**config.mk**
```make
export PLATFORM = sky130hd
export DESIGN_NAME = ram_port_arbiter
export DESIGN_NICKNAME = d
export VERILOG_FILES = /design/src/rtl/ram_port_arbiter.sv
export SDC_FILE = /design/constraint.sdc
export NUM_CORES = 1
export LEC_CHECK = 0
export ABC_AREA = 1
export CAP_MARGIN = 10
export CORE_MARGIN = 5
export CORE_UTILIZATION = 28
export DETAILED_ROUTE_END_ITERATION = 16
export PLACE_DENSITY = 0.92
export SYNTH_ARGS = -nofsm -noshare
export SYNTH_HDL_FRONTEND = slang
export SYNTH_SLANG_ARGS = --single-unit
```
**constraint.sdc**
```tcl
create_clock -name clk -period 2 [get_ports clk]
set_clock_uncertainty 0.2 [all_clocks]
set_input_delay 0.3 -clock clk [delete_from_list [all_inputs] [get_ports clk]]
set_output_delay 0.3 -clock clk [all_outputs]
set_load 0.02 [all_outputs]
```
**src/rtl/ram_port_arbiter.sv**
```systemverilog
// rtl/ram_port_arbiter.sv - two-requester round-robin arbiter for a single-port RAM
// Grants one access per cycle with bounded burst ownership and routes read data back.
module ram_port_arbiter #(
  parameter int DATA_WIDTH = 8,
  parameter int ADDR_WIDTH = 10,
  parameter int MAX_BURST  = 4
) (
  input  logic                  clk,
  input  logic                  rst_n,
  input  logic                  req_a,
  input  logic                  we_a,
  input  logic [ADDR_WIDTH-1:0] addr_a,
  input  logic [DATA_WIDTH-1:0] wdata_a,
  output logic                  gnt_a,
  output logic                  rvalid_a,
  input  logic                  req_b,
  input  logic                  we_b,
  input  logic [ADDR_WIDTH-1:0] addr_b,
  input  logic [DATA_WIDTH-1:0] wdata_b,
  output logic                  gnt_b,
  output logic                  rvalid_b,
  output logic [DATA_WIDTH-1:0] rdata,
  output logic [ADDR_WIDTH-1:0] ram_addr,
  output logic [DATA_WIDTH-1:0] ram_data,
  output logic                  ram_we,
  input  logic [DATA_WIDTH-1:0] ram_q
);

  localparam int CW = $clog2(MAX_BURST + 1);
  localparam logic [CW-1:0] MB_CNT = CW'(MAX_BURST);

  typedef enum logic [1:0] {OWN_NONE, OWN_A, OWN_B} owner_t;

  owner_t        owner;
  logic [CW-1:0] cnt;
  logic          last_b;
  logic          rv_a;
  logic          rv_b;
  logic          sel_a;
  logic          sel_b;

  always_comb begin
    sel_a = 1'b0;
    sel_b = 1'b0;
    if (req_a && !req_b) begin
      sel_a = 1'b1;
    end else if (req_b && !req_a) begin
      sel_b = 1'b1;
    end else if (req_a && req_b) begin
      // Current owner keeps the port until its burst allowance is used up.
      if (owner == OWN_A && cnt < MB_CNT) begin
        sel_a = 1'b1;
      end else if (owner == OWN_B && cnt < MB_CNT) begin
        sel_b = 1'b1;
      end else if (last_b) begin
        sel_a = 1'b1;
      end else begin
        sel_b = 1'b1;
      end
    end
  end

  always_comb begin
    gnt_a    = rst_n & sel_a;
    gnt_b    = rst_n & sel_b;
    rvalid_a = rst_n & rv_a;
    rvalid_b = rst_n & rv_b;
    rdata    = '0;
    ram_we   = 1'b0;
    ram_addr = '0;
    ram_data = '0;
    if (rst_n) begin
      if (rv_a || rv_b) begin
        rdata = ram_q;
      end
      if (sel_a) begin
        ram_we   = we_a;
        ram_addr = addr_a;
        ram_data = wdata_a;
      end else if (sel_b) begin
        ram_we   = we_b;
        ram_addr = addr_b;
        ram_data = wdata_b;
      end
    end
  end

  always_ff @(posedge clk or negedge rst_n) begin
    if (!rst_n) begin
      owner  <= OWN_NONE;
      cnt    <= '0;
      last_b <= 1'b1;
      rv_a   <= 1'b0;
      rv_b   <= 1'b0;
    end else begin
      rv_a <= sel_a & ~we_a;
      rv_b <= sel_b & ~we_b;
      if (sel_a || sel_b) begin
        if ((sel_a && owner == OWN_A) || (sel_b && owner == OWN_B)) begin
          if (cnt != MB_CNT) begin
            cnt <= cnt + CW'(1);
          end
        end else begin
          cnt <= CW'(1);
        end
        owner  <= sel_a ? OWN_A : OWN_B;
        last_b <= sel_b;
      end else begin
        owner <= OWN_NONE;
        cnt   <= '0;
      end
    end
  end

endmodule
```
* Word-level counts from Yosys, hierarchy flattened
Cells that the tools add are included.
** Word-level totals
- Bits of input ports :: 50
- Word-level logic and storage cells :: 59
- Output and inout bits :: 31
- Bits in registers :: 8
** Operators by class
- Mux-type cells :: 28
- Order comparisons :: 1
- $add $sub $neg :: 1
- Bitwise gates (word level) :: 8
- Reduce and logical (&&, ||, !) cells :: 12
- Equality and inequality tests :: 4
** Operators by type and width (number)
- 8-bit two-way mux :: 5
- 10-bit two-way mux :: 3
- 1-bit two-way mux :: 15
- 3-bit two-way mux :: 3
- 1-bit logical AND :: 7
- 1-bit bitwise AND :: 6
- 2-bit two-way mux :: 2
- 3-bit by 1-bit adder with 3-bit output (second input constant) :: 1
- 1-bit logical OR :: 3
- 3-bit < comparator (second input constant) :: 1
- 3-bit by 2-bit != test with 1-bit output (second input constant) :: 1
- 3-bit != test (second input constant) :: 1
- 2-bit by 1-bit == test with 1-bit output (second input constant) :: 1
- 2-bit == test (second input constant) :: 1
- 1-bit zero test :: 2
- 1-bit inverter :: 2

* Logic depth before layout (Yosys ltp)
- Depth after elaboration :: 11
- Gate-level depth with buffers :: 11
- Mapped depth without buffers :: 10

* Worst setup path before layout
OpenSTA, ideal clock, no wires.
- Path kind :: register to output
- Start point :: register cnt[2]
- End point :: output ram_addr[0]
- Path slack :: 227 ps
- Required time :: 1500 ps
- Buffers on the path :: 1
- Cell stages (with the launch flop) :: 11
- Arrival time :: 1273 ps
- Cells stage by stage :: dfrtp_1 inv_2 nand3_1 nand2_1 nand3_1 nand2_2 nand2_1 inv_4 buf_6 nand2_1 nand2_1
** Between the ends
- Longest elaborated chain between the ends :: 10
- Elaborated cells between the ends (all ways) :: 16
- Classes of those cells :: 1 x order compare; 13 x mux; 2 x reduce/logical
** Ends and longest elaborated chain
- start, declared :: RTL line 35 : logic [CW-1:0] cnt;
- start signal, assigned :: RTL line 101 : cnt <= cnt + CW'(1);
- 3-bit < comparator * :: RTL line 51, 53
- 1-bit logical AND :: RTL line 53 : end else if (owner == OWN_B && cnt < MB_CNT) begin
- 1-bit two-way mux :: RTL line 53
- 1-bit two-way mux :: RTL line 51 : if (owner == OWN_A && cnt < MB_CNT) begin
- 1-bit two-way mux :: RTL line 49 : end else if (req_a && req_b) begin
- 1-bit two-way mux :: RTL line 47 : end else if (req_b && !req_a) begin
- 1-bit two-way mux :: RTL line 45 : if (req_a && !req_b) begin
- 10-bit two-way mux :: RTL line 80 : end else if (sel_b) begin
- 10-bit two-way mux * :: RTL line 76 : if (sel_a) begin
- 10-bit two-way mux * :: RTL line 72 : if (rst_n) begin
- end, declared :: RTL line 23 : output logic [ADDR_WIDTH-1:0] ram_addr,
Every way passes the cells marked *; elsewhere a longest branch is shown, timed or not.

* Worst setup path in the final report
- Start point :: register owner[0]
- End point :: output ram_addr[4]
** Between the ends
- Longest elaborated chain between the ends :: 10
- Elaborated cells between the ends (all ways) :: 17
- Classes of those cells :: 2 x eq/ne; 13 x mux; 2 x reduce/logical
** Ends and longest elaborated chain
- start, declared :: RTL line 34 : owner_t owner;
- start signal, assigned :: RTL line 106 : owner <= sel_a ? OWN_A : OWN_B;
- 2-bit == test :: RTL line 53
- 1-bit logical AND :: RTL line 53
- 1-bit two-way mux :: RTL line 53
- 1-bit two-way mux :: RTL line 51
- 1-bit two-way mux :: RTL line 49
- 1-bit two-way mux :: RTL line 47
- 1-bit two-way mux :: RTL line 45
- 10-bit two-way mux :: RTL line 80
- 10-bit two-way mux * :: RTL line 76
- 10-bit two-way mux * :: RTL line 72
Marks and branches as above.

==> results.md <==
* Outcome: finished with violations
* Violated checks: setup timing
* Setup WS post-layout at -0.136 ns
* Synth unique cells at 18
* Die outline area at 3780 um2
* Initial DRC Count at 45
* Setup TNS at -1.76 ns
* Critical path class: flop to output port
* Share of final-layout standard cells stronger than drive strength 1 at 0.311
* Final cell utilization of the core at 0.751
* Yosys warnings at 0
* Length in cells of the worst reg-to-reg path at 10
* Proportion of synthesized chip area in sequential cells at 0.271
* Total routing resource utilization after global routing at 0.169
* Reg-to-reg slack, setup at 0.48 ns
* I/O pin count at 81
* Most common cell after layout, fill and taps aside: sky130_fd_sc_hd__nand2_1
* Worst Path Arrival at 1.64 ns
* Cell occurring most often along the worst timing path: sky130_fd_sc_hd__nand2_2
* Detailed placement HPWL at 2380 um
* Relative slew slack at 0.856
* Placement-stage cell area at 1630 um2
* Post-detailed-route wirelength per cell at 12.8 um
* TritonCTS buffer count at 3
* Clock-pin slew reported for the worst setup and hold paths after clock tree synthesis at 0.06 ns
* Core box area at 2500 um2
* Global-route wire length before repair at roughly 4800 um
* DR vias at 1178
* Filler instances at 197
* Clock tree from TritonCTS: done
* Upper clock frequency limit at about 0.47 GHz
* Number of placement rows at 18
* Kind of start point of the critical path: flop
* # diodes at 0
* Max H-tree Level at 1
* Weighted congestion reported at the end of routability-driven placement at 0.778
* Die height at 61.5 um
* Power density normalized to cell area at between 400 and 500 nW/um2
* Hold Fails Final Rpt at 0
* Slowest cell on the critical path: sky130_fd_sc_hd__dfrtp_1
* RSZ-0062 raised after global routing: yes
* Final standard cell area without fillers at 1880 um2
* Pleak at ~1.0 nW
* Final net count at 291
* IO Port Bufs at 80
* Initial core utilization at 0.297
* Cells after synthesis at 134
* Minimum period implied by the final worst setup slack at 2.14 ns
* Total gr overflow at 0
* Total nets after synthesis at between 150 and 200
* Antenna viol nets, final at 0
* Sink Count at 8
* Commonest cells after routing, fill and taps aside: sky130_fd_sc_hd__nand2_1, sky130_fd_sc_hd__clkdlybuf4s50_1, sky130_fd_sc_hd__buf_6
* Placement Setup Slack at -0.688 ns
* Total length of routed wires at 3420 um
* Largest net degree at the start of global routing at 11
* Max cap viols at 0
* Vias/cell at 4.40
* Synth-to-layout area growth at 153%
* Delay of the slowest critical-path stage at ~0.4 ns
* Critical Path End Type: output port
* Peak VDD IR at 0.411 mV
* Syn Area/Cell at 5.55 um2
* FF+latch count, synth at 8
* CP Data Required Time at 1.50 ns
* Critical R2R Capture: cnt[2]$_DFFE_PN0P_
* Worst reg2reg startpoint: owner[0]$_DFF_PN0_
* Actual slew at the worst max-slew pin at 0.217 ns
* Max-slew violations at 0
* Type of the most critical hold path: input pin to asynchronous set/reset pin
* Synthesized cell area at 743 um2
* Cell Chain, Critical Path: inv_2 -> nand3_2 -> nand2_2 -> nand2_2 -> nand2_2 -> nand2_4 -> nand2_8 -> inv_8 -> buf_6 -> nand2_4 -> nand2_2 -> buf_6
* Die span in x at around 62 um
* Worst-case clock buffer depth at 2
* Endpoints failing setup at 20
* Final worst-path cycle share at 1.07
* Via count of the first global-routing pass at 1120
* Post-route DRC violation count at 0
* Initial antenna violation count at 0
* Skew-Pair Late Insertion Delay at 0.27 ns
* Clock tree root driver cell: sky130_fd_sc_hd__clkbuf_4
* Maximum fanout count along the critical path at 5
* Detailed-routing iteration count for the pre-antenna-repair pass at 4
[state kept, by name, indices dropped and copies added, names as in the netlist]
| signal | cells |
|---|---|
| cnt | 3 |
| owner | 2 |
| last_b | 1 |
| rv_a | 1 |
| rv_b | 1 |
[critical path, delay by kind of cell, from the launching register on]
| family | cells | cell delay, ns |
|---|---|---|
| buffers and inverters | 4 | 0.37 |
| AND/OR/NAND/NOR | 8 | 0.61 |
| flip-flops | 1 | 0.40 |
[how the worst max path moves through the flow]
stage	cells after the start	start	to	slack, ns
5_1_grt	12	cnt[2]$_DFFE_PN0P_	ram_addr[4]	-0.26
3_3_place_gp	9	req_a	ram_addr[5]	-0.66
2_1_floorplan	10	cnt[2]$_DFFE_PN0P_	ram_addr[0]	0.23
3_5_place_dp	9	req_a	ram_addr[5]	-0.69
6_report	12	owner[0]$_DFF_PN0_	ram_addr[4]	-0.14
4_1_cts	12	owner[0]$_DFF_PN0_	ram_addr[4]	-0.14
[routing by layer]
metal / vias up / share of wire / track usage
met1: 516 / 0.36 / 0.178
met5: - / 0 / 0
met4: 0 / 0.0093 / 0.0606
met3: 4 / 0.10 / 0.0524
li1: 602 / - / -
met2: 56 / 0.53 / 0.312
[synthesized netlist by cell type]
cell                       count  area (um2)
sky130_fd_sc_hd__inv_1        17        63.8
sky130_fd_sc_hd__xor2_1        1        8.76
sky130_fd_sc_hd__buf_6         1        11.3
sky130_fd_sc_hd__inv_4         2        12.5
sky130_fd_sc_hd__buf_8         1        15.0
sky130_fd_sc_hd__nor2_1       15        56.3
sky130_fd_sc_hd__or2_1         1        6.26
sky130_fd_sc_hd__a21oi_1       3        15.0
sky130_fd_sc_hd__clkinv_1      1        3.75
sky130_fd_sc_hd__nand3_1       3        15.0
sky130_fd_sc_hd__inv_2         2        7.51
sky130_fd_sc_hd__o21ai_0       2        10.0
sky130_fd_sc_hd__dfstp_2       1        26.3
sky130_fd_sc_hd__nand2_2       3        18.8
sky130_fd_sc_hd__dfrtp_1       7         175
sky130_fd_sc_hd__nor2_2        1        6.26
sky130_fd_sc_hd__nand2_1      71         267
sky130_fd_sc_hd__ha_1          2        25.0
[kinds of logic after synthesis]
| kind of cell | share of synthesized area |
|---|---|
| simple gates | 0.497 |
| buf+inv | 0.153 |
| flops | 0.271 |
| compound gates | 0.0337 |
| xor+xnor | 0.0118 |
| fa+ha+maj | 0.0337 |
[stage by stage]
stage / cells / hold WS (ns) / total power (W)
after floorplan: 134 / -0.196 / 0.000341
after global placement: 252 / 0.262 / 0.000544
after detailed placement: 252 / 0.266 / 0.000552
after CTS: 266 / 0.0722 / 0.000713
after global routing: 268 / 0.0590 / 0.000811
final: 268 / 0.0550 / 0.000763
[what timing repair did]
action | CTS | global route
hold endpoints to repair | 2 | 5
pin swaps | 10 | 11
setup endpoints to repair | 31 | 24
hold buffers | 1 | 1
gates cloned | 4 | 1
buffers inserted | 5 | 0
gates resized for setup | 140 | 40
[where the power goes]
| part | internal (W) | switching (W) |
|---|---|---|
| Combinational | 0.000223 | 0.000210 |
| Clock | 0.0000770 | 0.0000647 |
| Sequential | 0.000178 | 0.0000100 |
[layout make-up]
cell class	count	area [um2]	share of cell area
Timing Repair Buffer	97	932	0.496
Multi-Input combinational cell	102	549	0.292
Inverter	22	95.1	0.0506
Sequential cell	8	201	0.107
Clock buffer	4	26.3	0.0140
Timing Repair inverter	5	36.3	0.0193
Tap cell	30	37.5	0.0200
No activity file was read; power rests on OpenSTA's default activity.
